===== config.mk =====
export PLATFORM = sky130hd
export DESIGN_NAME = inst_encoder_flat
export DESIGN_NICKNAME = d
export VERILOG_FILES = /design/src/rtl/inst_encoder_if.sv /design/src/rtl/inst_encoder.sv /design/src/flat_wrapper.sv
export SDC_FILE = /design/constraint.sdc
export NUM_CORES = 1
export LEC_CHECK = 0
export BUFFER_PORTS_ARGS = -buffer_cell sky130_fd_sc_hd__buf_2
export CAP_MARGIN = 25
export CELL_PAD_IN_SITES_DETAIL_PLACEMENT = 2
export CELL_PAD_IN_SITES_GLOBAL_PLACEMENT = 2
export CORE_ASPECT_RATIO = 0.75
export CORE_MARGIN = 2
export CORE_UTILIZATION = 35
export CTS_BUF_LIST = sky130_fd_sc_hd__clkbuf_16
export CTS_CLUSTER_DIAMETER = 60
export DETAILED_ROUTE_END_ITERATION = 10
export HOLD_SLACK_MARGIN = 0.1
export PLACE_DENSITY = 0.77
export RECOVER_POWER = 100
export SLEW_MARGIN = 0
export SYNTH_ARGS = -nofsm -noshare
export SYNTH_HDL_FRONTEND = slang
export SYNTH_SLANG_ARGS = --single-unit

===== constraint.sdc =====
create_clock -name clk -period 2.81 [get_ports clk]
set_clock_uncertainty 0.05 [all_clocks]
set_input_delay 0.281 -clock clk [delete_from_list [all_inputs] [get_ports clk]]
set_output_delay 0.281 -clock clk [all_outputs]
set_load 0.01 [all_outputs]

===== src/rtl/inst_encoder_if.sv =====
// Field-bundle input and encoded-word output handshakes of inst_encoder.
// The master side supplies instruction fields and consumes words; the slave side is the encoder.
interface inst_encoder_if;
   logic        in_valid;
   logic        in_ready;
   logic [2:0]  fmt;
   logic [6:0]  opcode;
   logic [2:0]  funct3;
   logic [6:0]  funct7;
   logic [4:0]  rd;
   logic [4:0]  rs1;
   logic [4:0]  rs2;
   logic [31:0] imm;
   logic        out_valid;
   logic        out_ready;
   logic [31:0] out_inst;
   logic        out_err;

   modport master (
      output in_valid, fmt, opcode, funct3, funct7, rd, rs1, rs2, imm, out_ready,
      input  in_ready, out_valid, out_inst, out_err
   );

   modport slave (
      input  in_valid, fmt, opcode, funct3, funct7, rd, rs1, rs2, imm, out_ready,
      output in_ready, out_valid, out_inst, out_err
   );
endinterface


===== src/rtl/inst_encoder.sv =====
// RV32I instruction encoder: packs instruction fields into a word and queues it in a DEPTH-entry FIFO.
// Define RANGE_CHECK_EN to flag immediates that the chosen format cannot represent.
module inst_encoder #(
   parameter int DEPTH = 4
) (
   input  logic          clk,
   input  logic          rst,
   inst_encoder_if.slave bus,
   input  logic          clr_cnt,
   output logic [15:0]   inst_count,
   output logic [15:0]   err_count
);
   localparam int PW = $clog2(DEPTH);
   localparam logic [PW:0] FULL = (PW + 1)'(DEPTH);

   typedef enum logic [2:0] {
      FMT_R = 3'd0,
      FMT_I = 3'd1,
      FMT_S = 3'd2,
      FMT_B = 3'd3,
      FMT_U = 3'd4,
      FMT_J = 3'd5
   } fmt_e;

   typedef struct packed {
      logic [31:0] inst;
      logic        err;
   } entry_t;

   entry_t        enc;
   entry_t        mem [DEPTH];
   logic [PW-1:0] wr_ptr;
   logic [PW-1:0] rd_ptr;
   logic [PW:0]   count;
   logic          push;
   logic          pop;
   logic [31:0]   imm;

   assign imm = bus.imm;

   // NOTE: defaults assigned first so every path drives enc and no latch is inferred.
   always_comb begin
      enc.inst = 32'h0000_0013;
      enc.err  = 1'b0;
      case (bus.fmt)
         FMT_R: enc.inst = {bus.funct7, bus.rs2, bus.rs1, bus.funct3, bus.rd, bus.opcode};
         FMT_I: enc.inst = {imm[11:0], bus.rs1, bus.funct3, bus.rd, bus.opcode};
         FMT_S: enc.inst = {imm[11:5], bus.rs2, bus.rs1, bus.funct3, imm[4:0], bus.opcode};
         FMT_B: enc.inst = {imm[12], imm[10:5], bus.rs2, bus.rs1, bus.funct3,
                            imm[4:1], imm[11], bus.opcode};
         FMT_U: enc.inst = {imm[31:12], bus.rd, bus.opcode};
         FMT_J: enc.inst = {imm[20], imm[10:1], imm[11], imm[19:12], bus.rd, bus.opcode};
         default: enc.err = 1'b1;
      endcase
`ifdef RANGE_CHECK_EN
      case (bus.fmt)
         FMT_I, FMT_S: enc.err = (imm != {{20{imm[11]}}, imm[11:0]});
         FMT_B:        enc.err = (imm != {{19{imm[12]}}, imm[12:0]}) || imm[0];
         FMT_U:        enc.err = (imm[11:0] != 12'h000);
         FMT_J:        enc.err = (imm != {{11{imm[20]}}, imm[20:0]}) || imm[0];
         default:      ;
      endcase
`endif
   end

   assign bus.in_ready  = (count < FULL);
   assign bus.out_valid = (count != '0);
   assign push          = bus.in_valid && bus.in_ready;
   assign pop           = bus.out_valid && bus.out_ready;

   // NOTE: storage is not reset; the head is masked by out_valid so stale entries never show.
   always_ff @(posedge clk) begin
      if (push) mem[wr_ptr] <= enc;
   end

   assign bus.out_inst = bus.out_valid ? mem[rd_ptr].inst : 32'h0;
   assign bus.out_err  = bus.out_valid ? mem[rd_ptr].err  : 1'b0;

   always_ff @(posedge clk or posedge rst) begin
      if (rst) begin
         wr_ptr <= '0;
         rd_ptr <= '0;
         count  <= '0;
      end else begin
         if (push) wr_ptr <= wr_ptr + 1'b1;
         if (pop)  rd_ptr <= rd_ptr + 1'b1;
         case ({push, pop})
            2'b10:   count <= count + 1'b1;
            2'b01:   count <= count - 1'b1;
            default: count <= count;
         endcase
      end
   end

   // A clear coinciding with an accept leaves the counters holding just that accept.
   always_ff @(posedge clk or posedge rst) begin
      if (rst) begin
         inst_count <= '0;
         err_count  <= '0;
      end else if (clr_cnt) begin
         inst_count <= {15'd0, push};
         err_count  <= {15'd0, push && enc.err};
      end else if (push) begin
         inst_count <= inst_count + 1'b1;
         if (enc.err && err_count != 16'hFFFF) err_count <= err_count + 1'b1;
      end
   end
endmodule

===== src/flat_wrapper.sv =====
// flat-port wrapper written by rule: the top's interface ports become plain ports
module inst_encoder_flat 
#(
   parameter int DEPTH = 4
)
  (clk, rst, clr_cnt, inst_count, err_count, bus_in_valid, bus_fmt, bus_opcode, bus_funct3, bus_funct7, bus_rd, bus_rs1, bus_rs2, bus_imm, bus_out_ready, bus_in_ready, bus_out_valid, bus_out_inst, bus_out_err);
  inst_encoder_if bus_i ();
  input  logic clk;
  input  logic rst;
  input  logic clr_cnt;
  output logic [15:0] inst_count;
  output logic [15:0] err_count;
  input wire logic [$bits(bus_i.in_valid)-1:0] bus_in_valid;
  input wire logic [$bits(bus_i.fmt)-1:0] bus_fmt;
  input wire logic [$bits(bus_i.opcode)-1:0] bus_opcode;
  input wire logic [$bits(bus_i.funct3)-1:0] bus_funct3;
  input wire logic [$bits(bus_i.funct7)-1:0] bus_funct7;
  input wire logic [$bits(bus_i.rd)-1:0] bus_rd;
  input wire logic [$bits(bus_i.rs1)-1:0] bus_rs1;
  input wire logic [$bits(bus_i.rs2)-1:0] bus_rs2;
  input wire logic [$bits(bus_i.imm)-1:0] bus_imm;
  input wire logic [$bits(bus_i.out_ready)-1:0] bus_out_ready;
  output wire logic [$bits(bus_i.in_ready)-1:0] bus_in_ready;
  output wire logic [$bits(bus_i.out_valid)-1:0] bus_out_valid;
  output wire logic [$bits(bus_i.out_inst)-1:0] bus_out_inst;
  output wire logic [$bits(bus_i.out_err)-1:0] bus_out_err;
  assign bus_i.in_valid = bus_in_valid;
  assign bus_i.fmt = bus_fmt;
  assign bus_i.opcode = bus_opcode;
  assign bus_i.funct3 = bus_funct3;
  assign bus_i.funct7 = bus_funct7;
  assign bus_i.rd = bus_rd;
  assign bus_i.rs1 = bus_rs1;
  assign bus_i.rs2 = bus_rs2;
  assign bus_i.imm = bus_imm;
  assign bus_i.out_ready = bus_out_ready;
  assign bus_in_ready = bus_i.in_ready;
  assign bus_out_valid = bus_i.out_valid;
  assign bus_out_inst = bus_i.out_inst;
  assign bus_out_err = bus_i.out_err;
  inst_encoder #(.DEPTH(DEPTH)) u_core (.clk(clk), .rst(rst), .bus(bus_i), .clr_cnt(clr_cnt), .inst_count(inst_count), .err_count(err_count));
endmodule

==> results.md <==
* Tot GR Track Use at 0.190
* Remaining DRCs at 0
* Number of routed nets with antenna violations at 0
* Die W at ~170 um
* Critical Setup Path Class: register to output pin
* CP cell instances: clkbuf_4 -> mux4_2 -> and2_0 -> buf_2
* Fin worst setup slack at around 0.21 ns
* Yosys warning count at 0
* Top-area cell type share of the netlist area at 0.520
* H-Tree Depth at 4
* Clock-pin slew on the worst setup and hold paths at around 0.07 ns
* Critical R2R Capture: u_core.mem[2][17]
* FFs w/ async S/R, synth at 0.228
* Final Power at around 7.9 mW
* Fraction of layout cells with a size suffix above 1 at 0.264
* Crit path largest cell delay at ~0.57 ns
* CTS tree: done
* Min-delay src: bus_opcode[4]
* DR vias at approximately 5,000
* Clk root buf: clkbuf_16
* Instance count of the mapped netlist at between 500 and 600
* 1st-pass router iterations at 6
* Area leader, netlist: edfxtp_1
* Post-place setup slack at 0.500 ns
* WL final at approximately 21,000 um
* Fin util at 0.431
* Design area at roughly 0.0091 mm^2
* Max clock buf depth at 2
* Register area share after synthesis at 0.648
* Met2 usage at 0.329
* Chip height at about 130 um
* GRT Residual Overflow at 0
* Busiest metal layer after global routing: met2
* Fin Setup TNS at 0 ns
* Startpoint types: register
* CTS Sinks at about 170
* Worst-case reg-to-reg path depth at 4
* Std-Cell Rows at 46
* Final worst-path cycle share at 0.926
* Detailed placer's ending HPWL at 14,500 um
* Layout Cells excl Fill at approximately 1,000
* CP Max Fanout at 13
* Measured slew at the worst slew-check pin at ~1.3 ns
* Area after DPL at about 0.0087 mm^2
* Max cap viols at 0
* Pwr Density at between 800 and 900 mW/mm^2
* PortBufs at around 140
* Area delta synth->final at 19.9%
* Syn Nets at 606
* Fin crit period at between 2 and 3 ns
* Req. time, crit path at around 2.5 ns
* Syn Std Cell Area at between 0.007 and 0.008 mm^2
* Worst vdd ir at about 0.33 mV
* Vias in the first global route at 5,727
* Setup Buffers After CTS at 0
* EDFF count, synth at 132
* Initial antenna violation count at 1
* Status: finished, final reports clean
* RSZ-0062 raised after global routing: no
* Cell variety after synth at 44
* Die area at between 0.02 and 0.025 mm^2
* Iteration-0 DRC Markers at 250
* I/O pin total at ~140
* CTS Buf Count at 17
* Met3 Use GR at 0.0404
* R2r setup slk at between 0.3 and 0.4 ns
* CORE AREA at approximately 0.021 mm^2
* Diode count at 0
* Clock Latency Late Sink at 0.43 ns
* WHS at between 0.15 and 0.2 ns
* Critical path arrival at roughly 2.3 ns
* P_leak at 3.34 nW
* Placed cells at ~940
* Top_reg_cell synth: edfxtp_1
* Main area contributors after synthesis: edfxtp_1, dfrtp_1, mux4_2
* Global-route wire length before repair at around 34,000 um
* Synth Register Bits at 171
* Largest net degree at the start of global routing at 36
* Relative slew slack at 0.124
* Initial cell density of the core at 0.359
* Wirelength per Cell at 21.6 um
* Via density per instance at approximately 5.2
* Hold endpoint: u_core.mem[3][5]
* Multi-input gate area at 0.00249 mm^2
* Met1 GRT Util at 0.243
* Routability Congestion at ~0.75
* Hold path depth at 2
* Max Freq at roughly 380 MHz
* # nets final at 750
* Final hold vios at 0
* HP Class: input pin to register
* # setup viols final at 0
* Worst path slowest cell: mux4_2
* Register Area at 0.00494 mm^2
* Critical R2R Launch: u_core.count[2]
* Crit end category: output pin
* Avg Cell Area, Syn at around 15 um^2
* # fillers at around 2,200
* Max-slew violation count at 0
[cell usage after synthesis, drive strengths merged, types with 7 or more instances]
| master | instances |
|---|---|
| nand3 | 11 |
| nand2 | 28 |
| nand4 | 10 |
| and2 | 43 |
| inv | 22 |
| nor3 | 8 |
| dfrtp | 39 |
| edfxtp | 132 |
| clkbuf | 22 |
| a22oi | 17 |
| a21oi | 15 |
| or3 | 8 |
| mux4 | 33 |
| ha | 7 |
| buf | 7 |
| nor2 | 24 |
| xor2 | 12 |
| o21ai | 22 |
[cells in the final DEF, fill, tap and decap left out, drive strengths merged, types with 8 or more instances in the layout]
| cell | netlist | routed |
|---|---|---|
| edfxtp | 132 | 132 |
| buf | 7 | 98 |
| clkbuf | 22 | 72 |
| and2 | 43 | 43 |
| dfrtp | 39 | 39 |
| mux4 | 33 | 33 |
| inv | 22 | 33 |
| nand2 | 28 | 28 |
| nor2 | 24 | 24 |
| o21ai | 22 | 22 |
| a22oi | 17 | 17 |
| a21oi | 15 | 15 |
| xor2 | 12 | 12 |
| nand3 | 11 | 11 |
| nand4 | 10 | 10 |
| or3 | 8 | 8 |
| nor3 | 8 | 8 |
[flip-flops by register name, indices dropped and copies added (netlist names)]
register	count
u_core.count	3
u_core.err_count	16
u_core.inst_count	16
u_core.mem	132
u_core.rd_ptr	2
u_core.wr_ptr	2
[area by class of cell]
type                            instances  share of cell area
Clock buffer                           17              0.0465
Clock inverter                         15              0.0141
Inverter                               22             0.00903
Multi-Input combinational cell        304               0.272
Sequential cell                       171               0.540
Tap cell                              288              0.0394
Timing Repair Buffer                  154              0.0789
[metal layers]
layer | wire length (um) | vias to the layer above
li1 | - | 2292
met1 | 9200 | 2652
met2 | 11000 | 85
met3 | 606 | 11
met4 | 180 | 2
met5 | 11 | -
[cell families (layout without fill, tap and decap cells)]
| logic type | Yosys count | after routing | synth area share |
|---|---|---|---|
| muxes | 41 | 41 | 0.109 |
| adders and majority gates | 8 | 8 | 0.0141 |
| and+or+nand+nor | 160 | 160 | 0.118 |
| buffers and inverters | 51 | 208 | 0.0259 |
| xor gates and xnor gates | 18 | 18 | 0.0207 |
| DFF | 171 | 171 | 0.648 |
| AOI/OAI and AO/OA | 77 | 77 | 0.0646 |
[worst max path at each step]
stage	start	endpoint	slack [ns]	depth (start not counted)
after CTS	u_core.rd_ptr[0]	bus_out_inst[28]	0.17	4
after global routing	u_core.rd_ptr[0]	bus_out_inst[5]	0.04	4
after detailed placement	bus_fmt[2]	u_core.mem[2][24]	0.50	5
after floorplan	u_core.count[2]	u_core.mem[0][0]	0.65	3
after global placement	bus_fmt[2]	u_core.mem[2][24]	0.54	5
final	u_core.rd_ptr[0]	bus_out_inst[5]	0.21	4
[repair_timing]
action	CTS	global route
hold endpoints to repair	21	0
hold buffers	1	0
gates resized for setup	0	0
[power breakdown]
| group | switching (mW) | internal (mW) |
|---|---|---|
| clock network | 1.08 | 1.17 |
| registers | 0.155 | 3.12 |
| logic | 1.34 | 1.08 |
| total | 2.57 | 5.37 |
[critical path: cells and delay by family (launching register included)]
family / cells / cell delay (ns)
buf+inv: 2 / 0.54
flops: 1 / 0.54
mux: 1 / 0.57
simple gates: 1 / 0.19
No activity file was read; power rests on OpenSTA's default activity.
